==> src/rtl/pwm_ramp_driver.sv <==
// Multi-channel PWM driver for traffic-light lamps: a shared period counter and
// per-channel duty registers that ramp toward a state-selected target once per period.
module pwm_ramp_driver #(
   parameter int unsigned CHANNELS    = 3,
   parameter int unsigned CNT_W       = 8,
   parameter int unsigned PERIOD      = 100,
   parameter int unsigned DUTY_RED    = 10,
   parameter int unsigned DUTY_GREEN  = 90,
   parameter int unsigned DUTY_YELLOW = 50,
   parameter int unsigned RAMP_STEP   = 5
) (
   input  logic                  clk,
   input  logic                  rst,
   input  logic                  en,
   input  logic [2*CHANNELS-1:0] traffic_state,
   output logic [CHANNELS-1:0]   pwm_out,
   output logic [CHANNELS-1:0]   ramp_busy,
   output logic                  period_tick
);

   // One extra bit so a duty equal to PERIOD = 2^CNT_W is representable.
   localparam int unsigned DUTY_W   = CNT_W + 1;
   localparam int unsigned T_RED    = (DUTY_RED    > PERIOD) ? PERIOD : DUTY_RED;
   localparam int unsigned T_GREEN  = (DUTY_GREEN  > PERIOD) ? PERIOD : DUTY_GREEN;
   localparam int unsigned T_YELLOW = (DUTY_YELLOW > PERIOD) ? PERIOD : DUTY_YELLOW;

   localparam logic [DUTY_W-1:0] STEP     = DUTY_W'(RAMP_STEP);
   localparam logic [CNT_W-1:0]  CNT_LAST = CNT_W'(PERIOD - 1);

   logic [CNT_W-1:0]                 cnt;
   logic [CHANNELS-1:0][DUTY_W-1:0]  cur_duty;
   logic [CHANNELS-1:0][DUTY_W-1:0]  tgt;
   logic [CHANNELS-1:0][DUTY_W-1:0]  tgt_nxt;
   logic [CHANNELS-1:0][DUTY_W-1:0]  duty_nxt;
   logic                             boundary;

   // Target decode and saturating one-step move toward it, evaluated every cycle.
   always_comb begin
      boundary = en && (cnt == CNT_LAST);
      tgt_nxt  = '0;
      duty_nxt = cur_duty;
      for (int i = 0; i < int'(CHANNELS); i++) begin
         case (traffic_state[2*i +: 2])
            2'b00:   tgt_nxt[i] = DUTY_W'(T_RED);
            2'b01:   tgt_nxt[i] = DUTY_W'(T_GREEN);
            2'b10:   tgt_nxt[i] = DUTY_W'(T_YELLOW);
            default: tgt_nxt[i] = '0;
         endcase
         if (tgt_nxt[i] > cur_duty[i]) begin
            duty_nxt[i] = ((tgt_nxt[i] - cur_duty[i]) <= STEP) ? tgt_nxt[i]
                                                                 : cur_duty[i] + STEP;
         end else if (tgt_nxt[i] < cur_duty[i]) begin
            duty_nxt[i] = ((cur_duty[i] - tgt_nxt[i]) <= STEP) ? tgt_nxt[i]
                                                                 : cur_duty[i] - STEP;
         end
      end
   end

   always_ff @(posedge clk) begin
      if (rst) begin
         cnt         <= '0;
         cur_duty    <= '0;
         tgt         <= '0;
         pwm_out     <= '0;
         ramp_busy   <= '0;
         period_tick <= 1'b0;
      end else if (en) begin
         cnt         <= boundary ? '0 : cnt + CNT_W'(1);
         period_tick <= boundary;
         for (int i = 0; i < int'(CHANNELS); i++) begin
            pwm_out[i] <= ({1'b0, cnt} < cur_duty[i]);
         end
         // Targets and duties only move at the period boundary.
         if (boundary) begin
            tgt      <= tgt_nxt;
            cur_duty <= duty_nxt;
            for (int i = 0; i < int'(CHANNELS); i++) begin
               ramp_busy[i] <= (duty_nxt[i] != tgt_nxt[i]);
            end
         end
      end else begin
         pwm_out     <= '0;
         period_tick <= 1'b0;
      end
   end

endmodule

==> config.mk <==
export PLATFORM = sky130hd
export DESIGN_NAME = pwm_ramp_driver
export DESIGN_NICKNAME = d
export VERILOG_FILES = /design/src/rtl/pwm_ramp_driver.sv
export SDC_FILE = /design/constraint.sdc
export NUM_CORES = 1
export LEC_CHECK = 0
export BUFFER_PORTS_ARGS = -buffer_cell sky130_fd_sc_hd__buf_2
export CAP_MARGIN = 20
export CORE_MARGIN = 2
export CORE_UTILIZATION = 42
export DETAILED_ROUTE_END_ITERATION = 8
export SYNTH_ARGS = -nofsm -noshare
export SYNTH_HDL_FRONTEND = slang
export SYNTH_SLANG_ARGS = --single-unit
export TNS_END_PERCENT = 1
==> constraint.sdc <==
create_clock -name clk -period 5.3 [get_ports clk]
set_clock_uncertainty 0.1 [all_clocks]
set_input_delay 0 -clock clk [delete_from_list [all_inputs] [get_ports clk]]
set_output_delay 0 -clock clk [all_outputs]
set_load 0.01 [all_outputs]
==> out/qor.txt, run 1 <==
RSZ-0062 raised after global routing: no
period utilization: 76.8%
Fill cells: 1494
Clk network pwr share: 34.1%
GRT Total Usage: 23.1%
Hold Crit Class: primary input to flop
full die area: 16100 sq um
gp weighted congestion: 0.953
Clock transition at path regs: 60 ps
share of layout cells above drive strength 1: 7.08%
Pwr per Cell Area: 160 nW/um^2
Final Hold Viols: 0
CTS buffer count: 5
Initial Util: 43.2%
post-CTS setup buffer count: 0
hold_buf cts: 1
clk buf depth: 2
# resized after CTS: 0
critical path arrival: 4130 ps
endpoint class of the critical path: flop
largest net degree at the start of global routing: 26
via-per-instance ratio: 6.04
Final TNS setup: 0 ps
Cell Area, Placed: 6480 sq um
Comb pwr share: 35.9%
area leader, netlist: ha_1
worst-skew pair later-pin latency: 290 ps
CP delay by family, top: simple AND/OR/NAND/NOR gates
Netlist Area Pre-Place: 6320 sq um
Most used DFF post-synth: dfxtp_1
n_diodes: 0
CP startpoint kind: flop
Slew Limit Fails: 0
crit path buf inv count: 1
main combinational cell family by area after synthesis: compound AO/OA/AOI/OAI gates
clk root buf: clkbuf_16
post-synthesis cell type count: 81
worst path cell trace: inv_1, ha_1, nor2b_2, o21a_2, o31ai_1, mux2_2, nor4_4, nand2b_1, o22ai_1, a2111oi_0, nor4b_1, a31oi_1
sequential area share after synthesis: 13.3%
post-synthesis adder-cell area fraction: 17.2%
Setup-failing EPs final: 0
H-Tree Depth: 2
final setup margin: 1230 ps
Synth Area per Inst: 7.34 sq um
Synth Net Count: 956
Overflow after GRT: 0
Tot Pwr: 1.07 mW
Psw: 363 uW
Async S/R FF share, synth: 0%
vias after detailed routing: 6235
Final HPWL DP: 13700 um
post-route cell area: 6660 sq um
Worst VDD drop: 0.104 mV
Yosys reg bits: 42
worst-margin pin slew: 674 ps
die height: 127 um
initial antenna violation count: 0
EDFF count, synth: 0
core area: 14600 sq um
post-synthesis compound-gate area fraction: 29.8%
launch point of the worst path: cur_duty[10]$_SDFFE_PP0P_
first-pass GRT wire length: 30700 um
Internal: 704 uW
synth top area cells: ha_1 16%, dfxtp_1 13%, a21oi_1 5.1%
total wire length: 18100 um
CP max FO: 10
status: completed
portion of netlist area occupied by mux cells: 4.55%
worst stage delay on the critical path: 630 ps
Buffers on Ports: 15
Max Cap Violations: 0
floorplan die width: 127 um
static leakage: 2.67 nW
min cycle time layout: 4070 ps
sequential share of power: 30.0%
Antenna Nets Post-Route: 0
Syn. warnings: 0
Synth Area in Simple Gates: 22.3%
DRC: 0
Final nets: 942
Slew headroom: 54.8%
Crit-path slowest cell: nor4_4
router iterations before antenna repair: 6
Hold Startpoint: rst
WP data required: 5360 ps
# IOs: 16
vias in the first global route: 5927
Sw Ratio: 34.0%
drt initial violations: 707
fmax: 246 MHz
CTS tree: built
DR WL/cell: 17.6 um
Area Overhead vs Synth: 5.36%
worst slack at placement: 1170 ps
Site Rows: 44
Mapped Cells: 862
XOR/XNOR Fraction of Synth Area: 5.54%
Worst R2R Start: cur_duty[10]$_SDFFE_PP0P_
kind of critical path: flop to flop
clk sinks: 42
share of the synthesized area in the top cell type: 16.2%
-- power by group through the flow --
stage	logic (mW)	registers, mW	clock network [mW]
after floorplan	0.292	0.327	0
after global placement	0.376	0.327	0
after detailed placement	0.372	0.327	0
after CTS	0.375	0.320	0.372
after global routing	0.422	0.320	0.387
final	0.383	0.320	0.364
-- state kept, by name, indices dropped and copies added (netlist names) --
name         flops
cur_duty        27
cnt              8
pwm_out          3
ramp_busy        3
period_tick      1
-- synthesized netlist by cell type (5+ instances only) --
master,number
a41oi_1,5
a21o_1,30
buf_2,12
o31ai_1,9
mux2i_1,22
a311oi_1,5
a21oi_1,65
dfxtp_1,42
xor2_1,7
a31oi_1,6
inv_1,65
nor2b_1,8
o21ai_0,42
nand4_1,8
o22ai_1,10
clkbuf_1,26
nand3_1,21
nand2_1,68
ha_1,82
nor2_1,81
a22oi_1,6
and3_1,10
and4_1,5
nor3_1,17
o21a_1,7
o211ai_1,8
a221oi_1,8
nand2b_1,20
xnor2_1,33
o211a_1,5
nor4_1,10
mux2_2,6
a211oi_1,15
-- per-stage QoR --
stage / cells / hold WS, ps / util (%)
finish: 1032 / 85.7 / 45.5
global route: 1032 / 108 / 45.5
CTS: 1032 / 85.3 / 45.5
detailed placement: 1024 / 285 / 44.3
global placement: 1024 / 273 / 44.3
floorplan: 862 / -27.9 / -
-- cell usage in the layout (no fill, tap or decap), types with 6 or more instances in the layout --
master    count
buf_2        15
nor2b_1       8
ha_1         82
a21oi_1      65
nand3_1      21
o31ai_1       9
a31oi_1       6
o211ai_1      8
nand4_1       8
nand2b_1     20
dfxtp_1      42
buf_4         7
a211oi_1     15
o22ai_1      10
xnor2_1      33
o21a_1        7
and3_1       10
xor2_1        7
mux2i_1      22
inv_1        65
nor4_1        9
nand2_1      68
a221oi_1      8
o21ai_0      42
nor3_1       17
mux2_2        6
a21o_1       30
nor2_1       81
a22oi_1       6
-- layout make-up --
type / count / area (sq um) / share of cell area (%)
sequential: 42 / 841 / 12.6
tap: 184 / 230 / 3.45
clock inverter: 1 / 30.0 / 0.451
inverter: 69 / 262 / 3.92
timing repair buffer: 23 / 138 / 2.07
multi-input combinational: 707 / 5020 / 75.4
clock buffer: 6 / 139 / 2.08
-- kinds of logic after synthesis --
kind of cell,after synthesis
multiplexers,28
AO/OA/AOI/OAI,274
flip-flops,42
buffers and inverters,113
AND/OR/NAND/NOR,280
adder cells (fa/ha/maj),85
XOR/XNOR,40
-- worst register-to-register path, delay by kind of cell (launching register included) --
family                     cells  cell delay, ps
muxes                          1             410
buffers and inverters          1             160
adders and majority gates      1             360
AOI/OAI and AO/OA              5            1120
and+or+nand+nor                4            1320
DFF                            1             450
-- layer usage --
metal	up-vias	track usage (%)	wire length, um
met5	-	0	0
met4	0	6.59	259
met3	23	2.99	1180
met2	249	35.0	7580
met1	2856	34.2	9110
li1	3107	-	-
-- worst paths after layout --
path         slack, ps  cells after the start                   endpoint
min reg2reg        450                      2  cur_duty[26]$_SDFFE_PP0P_
max               1230                     12  ramp_busy[1]$_SDFFE_PP0P_
max reg2reg       1230                     12  ramp_busy[1]$_SDFFE_PP0P_
min                 90                      2   cur_duty[1]$_SDFFE_PP0P_
Note: power is estimated with default switching activity, not from simulation.
==> run 2: changes to the inputs <==
clock period = 3.7 ns   (was 5.3 ns; I/O delays follow)
==> out/qor.txt, run 2 (synthesis results as in run 1) <==
status: completed
sequential share of power: 27.8% (-2.2 points)
Clock transition at path regs: 80 ps (+20 ps)
DR WL/cell: 17.1 um (-2.8%)
die height: 127 um (unchanged)
worst stage delay on the critical path: 540 ps (-90 ps)
CP max FO: 10 (unchanged)
share of layout cells above drive strength 1: 17.1% (+10 points)
worst-margin pin slew: 548 ps (-126 ps)
Setup-failing EPs final: 0 (unchanged)
clk buf depth: 2 (unchanged)
Reg with most FFs: cur_duty
Stages on worst setup path: 13 (+1)
initial antenna violation count: 0 (unchanged)
Area Overhead vs Synth: 16.9%
largest net degree at the start of global routing: 25 (-3.8%)
Tot Pwr: 1.65 mW (+54%)
R2R cell count: 13 (+1)
crit path buf inv count: 3 (+2)
Buffers on Ports: 15 (unchanged)
Comb pwr share: 39.2% (+3.3 points)
total wire length: 19200 um (+5.9%)
most frequent CP cell: buf_4
kind of critical path: flop to flop
router iterations before antenna repair: 5 (-1)
endpoint class of the critical path: flop
H-Tree Depth: 2 (unchanged)
Psw: 579 uW (+60%)
core area: 14600 sq um (unchanged)
Hold Crit Class: primary input to flop
# IOs: 16 (unchanged)
drt initial violations: 538 (-24%)
Hold Startpoint: rst
via-per-instance ratio: 5.88 (-2.6%)
first-pass GRT wire length: 31900 um (+3.8%)
WP data required: 3780 ps (-1580 ps)
period utilization: 95.8% (+19 points)
Fill cells: 1441 (-3.5%)
CP startpoint kind: flop
full die area: 16100 sq um (unchanged)
Overflow after GRT: 0 (unchanged)
Worst VDD drop: 0.229 mV (+120%)
Pwr per Cell Area: 223 nW/um^2 (+39%)
critical path arrival: 3630 ps (-500 ps)
leading cell type in the layout, fill and taps excluded: buf_4
Sw Ratio: 35.2% (+1.1 points)
GRT Total Usage: 24.1% (+1.0 points)
static leakage: 3.12 nW (+17%)
DRC: 0 (unchanged)
reg2reg setup slack: 160 ps (-1070 ps)
Hold Path Depth: 3 (+1)
hold endpoint: cur_duty[3]$_SDFFE_PP0P_
worst-skew pair later-pin latency: 310 ps (+20 ps)
Final Hold Viols: 0 (unchanged)
Clk network pwr share: 32.9% (-1.2 points)
Slew Limit Fails: 0 (unchanged)
Crit-path slowest cell: fa_1
Slew headroom: 62.5% (+7.7 points)
Initial Util: 43.2% (unchanged)
fmax: 282 MHz (+15%)
Final nets: 1033 (+9.7%)
CTS buffer count: 5 (unchanged)
Final TNS setup: 0 ps (unchanged)
n_diodes: 0 (unchanged)
Site Rows: 44 (unchanged)
Largest register FFs: 27 (unchanged)
CTS tree: built
FF-to-FF End: ramp_busy[1]$_SDFFE_PP0P_
gp weighted congestion: 0.942 (-1.2%)
post-CTS setup buffer count: 0 (unchanged)
vias in the first global route: 6146 (+3.7%)
CP delay by family, top: simple AND/OR/NAND/NOR gates
worst path cell trace: buf_4, fa_1, inv_1, o221ai_1, nand2_1, or4_4, nor4_4, buf_4, nand2b_1, o22ai_1, a2111oi_1, nor4b_2, a31oi_1
vias after detailed routing: 6614 (+6.1%)
Worst R2R Start: cur_duty[10]$_SDFFE_PP0P_
clk root buf: clkbuf_16
RSZ-0062 raised after global routing: yes
Final HPWL DP: 14900 um (+8.5%)
Antenna Nets Post-Route: 0 (unchanged)
clk sinks: 42 (unchanged)
biggest regs: cur_duty: 27 flops, cnt: 8 flops
Max Cap Violations: 0 (unchanged)
min cycle time layout: 3540 ps (-527 ps)
highest-count cells in the layout ignoring fill and taps: 98 x buf_4, 81 x nor2_1, 81 x ha_1
Internal: 1.07 mW (+52%)
floorplan die width: 127 um (unchanged)
-- run 2: area by class of cell --
type | count | area [sq um] | share of cell area (%)
multi-input cells | 707 | 5070 | 68.6
flip-flops and latches | 42 | 841 | 11.4
repair buffers | 114 | 821 | 11.1
inverters | 69 | 262 | 3.54
well taps | 184 | 230 | 3.11
clock buffers | 5 | 125 | 1.69
clock inverters | 3 | 45.0 | 0.609
-- run 2: worst register-to-register path, stage by stage (launching register included) --
cell       delay (ps)
dfxtp_1           310
buf_4             150
fa_1              540
inv_1              40
o221ai_1          180
nand2_1            70
or4_4             500
nor4_4            270
buf_4             220
nand2b_1          150
o22ai_1           100
a2111oi_1         390
nor4b_2           290
a31oi_1           110
-- run 2: what timing repair did --
item	4_1_cts	5_1_grt
gates resized for setup	0	11
endpoints found under the setup margin	0	4
hold buffers	1	0
hold endpoints to repair	2	0
-- run 2: per-stage QoR --
stage                     util (%)  instances  hold slack (ps)  worst slack (ps)  area, sq um
after floorplan                  -        862            -27.9               161         6320
after global placement        48.9       1115              251              74.2         7170
after detailed placement      48.9       1115              272              34.8         7170
after CTS                     50.2       1124             70.3               142         7350
after global routing          50.5       1124             90.4             -31.4         7390
final                         50.5       1124             63.6               156         7390
-- run 2: worst max-delay path by stage --
| stage | start | end | slack (ps) |
|---|---|---|---|
| floorplan | cur_duty[22]$_SDFFE_PP0P_ | ramp_busy[2]$_SDFFE_PP0P_ | 160 |
| global placement | traffic_state[2] | ramp_busy[1]$_SDFFE_PP0P_ | 70 |
| detailed placement | traffic_state[2] | ramp_busy[1]$_SDFFE_PP0P_ | 30 |
| CTS | cur_duty[10]$_SDFFE_PP0P_ | ramp_busy[1]$_SDFFE_PP0P_ | 140 |
| global route | cur_duty[1]$_SDFFE_PP0P_ | ramp_busy[0]$_SDFFE_PP0P_ | -30 |
| finish | cur_duty[10]$_SDFFE_PP0P_ | ramp_busy[1]$_SDFFE_PP0P_ | 160 |
-- run 2: routing by layer --
metal	track usage, %	wire length [um]	up-vias
met1	35.2	9350	3062
met4	5.30	287	0
li1	-	-	3295
met5	0	0	-
met2	36.8	8200	230
met3	4.72	1340	27
-- run 2: power groups by stage --
| stage | clock, mW | combinational [mW] | sequential, mW |
|---|---|---|---|
| after detailed placement | 0 | 0.622 | 0.469 |
| after global placement | 0 | 0.624 | 0.469 |
| after floorplan | 0 | 0.418 | 0.468 |
| final | 0.543 | 0.646 | 0.459 |
| after global routing | 0.566 | 0.708 | 0.459 |
| after CTS | 0.546 | 0.627 | 0.459 |
